**src/rtl/alu_pkg.sv**
```systemverilog
`default_nettype none
// ============================================================================
// alu_pkg : shared defaults, FSM encodings and entry layout for alu_result_stage
// Optional feature macro: ALU_PARITY_EN (adds a stored parity bit per entry)
// Revision: 1.0 - initial release
// ============================================================================
package alu_pkg;

    localparam int unsigned ALU_WIDTH = 32;
    localparam int unsigned ALU_CNT_W = 16;

    localparam logic [1:0] ST_EMPTY = 2'b00;
    localparam logic [1:0] ST_ONE   = 2'b01;
    localparam logic [1:0] ST_TWO   = 2'b10;

    // Entry layout: {result, [parity,] carry, overflow, zero}, flags in the low bits
    localparam int unsigned E_ZERO  = 0;
    localparam int unsigned E_OVF   = 1;
    localparam int unsigned E_CARRY = 2;
`ifdef ALU_PARITY_EN
    localparam int unsigned E_PARITY = 3;
    localparam int unsigned FLAGS_W  = 4;
`else
    localparam int unsigned FLAGS_W  = 3;
`endif

    function automatic int unsigned entry_w(input int unsigned width);
        return width + FLAGS_W;
    endfunction

endpackage
`default_nettype wire

```
**src/rtl/alu_flags.sv**
```systemverilog
`default_nettype none
// ============================================================================
// alu_flags : combinational zero / parity derivation for one result word
// Optional feature macro: ALU_PARITY_EN (parity output)
// Revision: 1.0 - initial release
// ============================================================================
module alu_flags #(
    parameter int unsigned WIDTH = 32
) (
    input  logic [WIDTH-1:0] word,
    output logic             zero
`ifdef ALU_PARITY_EN
    ,
    output logic             parity
`endif
);

    assign zero = (word == '0);
`ifdef ALU_PARITY_EN
    assign parity = ^word;
`endif

endmodule
`default_nettype wire

```
**src/rtl/alu_result_stage.sv**
```systemverilog
`default_nettype none
// ============================================================================
// alu_result_stage : registered ALU result/flag stage with 2-entry skid buffer
// Optional feature macro: ALU_PARITY_EN (out_parity port and stored parity)
// Revision: 1.0 - initial release
// ============================================================================
module alu_result_stage
    import alu_pkg::*;
#(
    parameter int unsigned WIDTH = ALU_WIDTH,
    parameter int unsigned CNT_W = ALU_CNT_W
) (
    input  logic             clk,
    input  logic             rst_n,
    input  logic             in_valid,
    output logic             in_ready,
    input  logic [WIDTH-1:0] in_result,
    input  logic             in_carry,
    input  logic             in_overflow,
    output logic             out_valid,
    input  logic             out_ready,
    output logic [WIDTH-1:0] out_result,
    output logic             out_zero,
    output logic             out_carry,
    output logic             out_overflow,
`ifdef ALU_PARITY_EN
    output logic             out_parity,
`endif
    input  logic             ovf_clr,
    output logic [CNT_W-1:0] ovf_count
);

    localparam int unsigned ENTRY_W = entry_w(WIDTH);
    // The reset entry reads as an all-zero result, so its zero flag is set
    localparam logic [ENTRY_W-1:0] RESET_ENTRY = ENTRY_W'(1) << E_ZERO;
    localparam logic [CNT_W-1:0]   CNT_MAX     = '1;

    logic [1:0]         state_q, state_d;
    logic               in_ready_q, in_ready_d;
    logic [ENTRY_W-1:0] main_q, main_d;
    logic [ENTRY_W-1:0] skid_q, skid_d;
    logic [CNT_W-1:0]   ovf_count_q, ovf_count_d;

    logic               in_hs;
    logic               out_hs;
    logic               new_zero;
    logic [ENTRY_W-1:0] new_entry;
`ifdef ALU_PARITY_EN
    logic               new_parity;
`endif

    assign in_hs  = in_valid && in_ready_q;
    assign out_hs = (state_q != ST_EMPTY) && out_ready;

    alu_flags #(
        .WIDTH (WIDTH)
    ) u_flags (
        .word   (in_result),
        .zero   (new_zero)
`ifdef ALU_PARITY_EN
        ,
        .parity (new_parity)
`endif
    );

    always_comb begin
        new_entry                  = '0;
        new_entry[FLAGS_W +: WIDTH] = in_result;
        new_entry[E_CARRY]          = in_carry;
        new_entry[E_OVF]            = in_overflow;
        new_entry[E_ZERO]           = new_zero;
`ifdef ALU_PARITY_EN
        new_entry[E_PARITY]         = new_parity;
`endif
    end

    // State register
    always_ff @(posedge clk or negedge rst_n) begin
        if (!rst_n) begin
            state_q    <= ST_EMPTY;
            in_ready_q <= 1'b1;
        end else begin
            state_q    <= state_d;
            in_ready_q <= in_ready_d;
        end
    end

    // Next-state logic; in_ready is registered from the next state
    always_comb begin
        state_d = state_q;
        case (state_q)
            ST_EMPTY: if (in_hs) state_d = ST_ONE;
            ST_ONE: begin
                if (in_hs && !out_hs)      state_d = ST_TWO;
                else if (!in_hs && out_hs) state_d = ST_EMPTY;
            end
            ST_TWO:   if (out_hs) state_d = ST_ONE;
            default:  state_d = ST_EMPTY;
        endcase
        in_ready_d = (state_d != ST_TWO);
    end

    // Buffer datapath: main always holds the oldest entry
    always_comb begin
        main_d = main_q;
        skid_d = skid_q;
        case (state_q)
            ST_EMPTY: if (in_hs) main_d = new_entry;
            ST_ONE: begin
                if (in_hs && out_hs) main_d = new_entry;
                else if (in_hs)      skid_d = new_entry;
            end
            ST_TWO:   if (out_hs) main_d = skid_q;
            default:  main_d = main_q;
        endcase
    end

    always_comb begin
        ovf_count_d = ovf_count_q;
        if (ovf_clr)
            ovf_count_d = '0;
        else if (in_hs && in_overflow && (ovf_count_q != CNT_MAX))
            ovf_count_d = ovf_count_q + 1'b1;
    end

    always_ff @(posedge clk or negedge rst_n) begin
        if (!rst_n) begin
            main_q      <= RESET_ENTRY;
            skid_q      <= '0;
            ovf_count_q <= '0;
        end else begin
            main_q      <= main_d;
            skid_q      <= skid_d;
            ovf_count_q <= ovf_count_d;
        end
    end

    // Output logic
    always_comb begin
        out_valid    = (state_q != ST_EMPTY);
        in_ready     = in_ready_q;
        out_result   = main_q[FLAGS_W +: WIDTH];
        out_zero     = main_q[E_ZERO];
        out_carry    = main_q[E_CARRY];
        out_overflow = main_q[E_OVF];
`ifdef ALU_PARITY_EN
        out_parity   = main_q[E_PARITY];
`endif
        ovf_count    = ovf_count_q;
    end

endmodule
`default_nettype wire

```
**config.mk**
```make
export PLATFORM = sky130hd
export DESIGN_NAME = alu_result_stage
export DESIGN_NICKNAME = d
export VERILOG_FILES = /design/src/rtl/alu_pkg.sv /design/src/rtl/alu_flags.sv /design/src/rtl/alu_result_stage.sv
export SDC_FILE = /design/constraint.sdc
export NUM_CORES = 1
export LEC_CHECK = 0
export ABC_AREA = 1
export CAP_MARGIN = 20
export CORE_UTILIZATION = 61
export DETAILED_ROUTE_END_ITERATION = 8
export DONT_BUFFER_PORTS = 1
export PLACE_DENSITY = 0.77
export SLEW_MARGIN = 20
export SYNTH_ARGS = -nofsm -noshare
export SYNTH_HDL_FRONTEND = slang
export SYNTH_SLANG_ARGS = --single-unit
```
**constraint.sdc**
```tcl
create_clock -name clk -period 2.01 [get_ports clk]
set_input_delay 0.201 -clock clk [delete_from_list [all_inputs] [get_ports clk]]
set_output_delay 0.201 -clock clk [all_outputs]
set_load 0.01 [all_outputs]
```
==> run metrics <==
Mapped Nets 578; status complete, but fails checks; YS warnings 0; Syn Inst Count 538; vias per inst 5.550; Setup TNS 0 ps; Reg clk slew, reported paths 90 ps; # IOs 92; Synth Register Bits 89; Finished Layout Cells 658; Max Buffers Root-to-Sink 2; main area contributors after synthesis dfrtp_1 (52%), nand2_1 (21%), nor2_1 (6.9%); count leader, synth nand2_1; Initial Util 0.6467; setup bufs post-CTS 0; Post-synth EDFFs 0; Top FF cell, synth dfrtp_1; hpwl dp 6.154 mm; PnR worst setup slack 211.4 ps; Buffers on Ports 0; peak per-stage delay on the critical path 580 ps; Clk pwr share 0.237; Clock Tree Root clkbuf_8; Seq/Total Area, Yosys 0.5308; post-place setup slack 59.27 ps; Setup-failing EPs final 0; Die ar. 7222 µm²; ANT nets after route 0; TritonRoute pass-1 iters 7; H-tree level count 3; P&R area growth vs syn 16.06%; Critical Path RT 2260 ps; Tightest Pin Transition 646.6 ps; via count 3652; Iteration-0 DRC Markers 249; Routed WL per cell 14.85 µm; Final Max Tran Viols 0; distinct cell type count after synthesis 29; slowest CP cell dfstp_2; Max Clk Rate 556.0 MHz; min Tclk post-route 1799 ps; Clock Latency Late Sink 350 ps; crit path max fanout 32; Worst slew margin 0.5683; synthesized area per cell 7.807 µm²; antenna violations before repair 0; CTS Hold Bufs 34; ratio of cells with drive above 1 in the final layout 0.08262; DRC viols 7; Remaining Overflow, GRT 0; FF-to-FF setup slack 210 ps; area of the mapped netlist 4200 µm²; P_sw 1.948 mW; largest net degree at the start of global routing 90; Die W 84.98 µm; Layout fillers 490; reg2reg path depth 8; vias in the first global route 3627; total CTS buffers 9; Worst Skew 13.17 ps; Die Ht 84.98 µm; Hold Slack -470.5 ps; top cell type's share of synthesized area 0.5183; Synth top cells by count nand2_1 (237), dfrtp_1 (87), nor2_1 (77); share of power burned in combinational logic 0.209; Final #Nets 617; Hold Crit Class in -> async; row count 29; first-pass GRT wire length 16.48 mm; Crit Path Class reg -> reg; ANT cells 0; CTS tree done; Fin. Hold Viols 89; GRT Total Usage 0.2903; footprint of the multi-input gates 1739 µm²; Sw Ratio 0.3461; Setup crit start kind register; CORE AREA 6495 µm²; part of the power in registers 0.554; failing checks DRC, hold timing; static leakage power 2.341 nW; drt total wl 9.774 mm; Tot Pwr 5.628 mW; asr flop ratio synth 1.000; RSZ-0062 raised after global routing false; P_int 3.680 mW; Max Cap Viol 0; leading area contributor after synthesis dfrtp_1; critical-path cell list nand2_1, buf_4, nor2_1, nand2_1, nand2_2, buf_12, nor2_1, a31oi_1; placed cells 609; clock sink count 89; Max rail drop VDD 0.7758 mV; pwr dens 1155 nW/µm²; register area 2230 µm²; fin crit share 0.8948; gpl congestion 0.9322; Arrival @ worst endpoint 2050 ps; nature of the critical path endpoint register
[cell type report]
cell class	instances	area share
inverters	26	0.02053
clock buffers	9	0.02541
multi-input cells	400	0.3568
clock inverters	6	0.01899
well taps	77	0.01976
flip-flops and latches	89	0.4574
repair buffers	51	0.1011
[metrics by stage]
step,util,instance area (µm²),hold WS (ps)
after detailed placement,0.6644,4315,-92.90
after global routing,0.7505,4875,-494.0
final,0.7505,4875,-470.5
after floorplan,-,4200,-94.59
after CTS,0.7501,4872,-482.4
after global placement,0.6644,4315,-93.05
[per-layer routing]
layer / GRT usage / wire length (µm)
met1: 0.3706 / 4048
met2: 0.4846 / 4789
met3: 0.07004 / 756
met4: 0.1063 / 180
met5: 0 / 0
[worst max-delay path, delay by kind of cell (launching register included)]
| kind | cells | cell delay, ps |
|---|---|---|
| DFF | 1 | 580 |
| and+or+nand+nor | 5 | 570 |
| AOI/OAI and AO/OA | 1 | 180 |
| buffers and inverters | 2 | 370 |
[flip-flops by register name (all words and copies together), names as in the netlist]
| signal | count |
|---|---|
| in_ready | 1 |
| skid_q | 35 |
| main_q | 35 |
| state_q | 2 |
| ovf_count | 16 |
[cell families after synthesis]
group | count (synthesis) | synth area share
simple gates | 347 | 0.3315
flops | 89 | 0.5308
compound gates | 49 | 0.07268
buf+inv | 49 | 0.05570
xor+xnor | 3 | 0.006257
fa+ha+maj | 1 | 0.002978
[path summary, 6_finish.rpt]
kind | endpoint | start
hold reg to reg | skid_q[22]$_DFFE_PN0P_ | skid_q[22]$_DFFE_PN0P_
max in group asynchronous | main_q[0]$_DFFE_PN1P_ | rst_n
setup reg to reg | main_q[28]$_DFFE_PN0P_ | in_ready$_DFF_PN1_
min in group clk | ovf_count[12]$_DFFE_PN0P_ | ovf_clr
hold / removal | main_q[3]$_DFFE_PN0P_ | rst_n
setup / recovery | main_q[28]$_DFFE_PN0P_ | in_ready$_DFF_PN1_
[repair_timing]
| action | CTS | global route |
|---|---|---|
| hold endpoints to repair | 146 | 89 |
| setup endpoints to repair | 0 | 14 |
| gates resized for setup | 0 | 1 |
[layout by cell type, fill, tap and decap left out, drive strengths merged]
cell type	synthesis	routed
a21oi	1	1
a31oi	35	35
buf	17	17
bufinv	0	2
clkbuf	6	9
clkinv	0	1
clkinvlp	0	2
dfrtp	87	87
dfstp	2	2
dlygate4sd3	0	34
ha	1	1
inv	26	27
nand2	241	241
nand3	10	10
nand4	14	14
nor2	79	79
nor3	1	1
o21ai	8	8
o21bai	4	4
o31ai	1	1
or2	2	2
xor2	3	3
[power groups by stage]
stage	Sequential (mW)	Combinational, mW	Clock [mW]
floorplan	3.01	0.934	0
global placement	3.11	1.06	0
detailed placement	3.15	1.11	0
CTS	3.12	1.17	1.35
global route	3.20	1.37	1.42
finish	3.12	1.18	1.33
No activity file was read; power rests on OpenSTA's default activity.
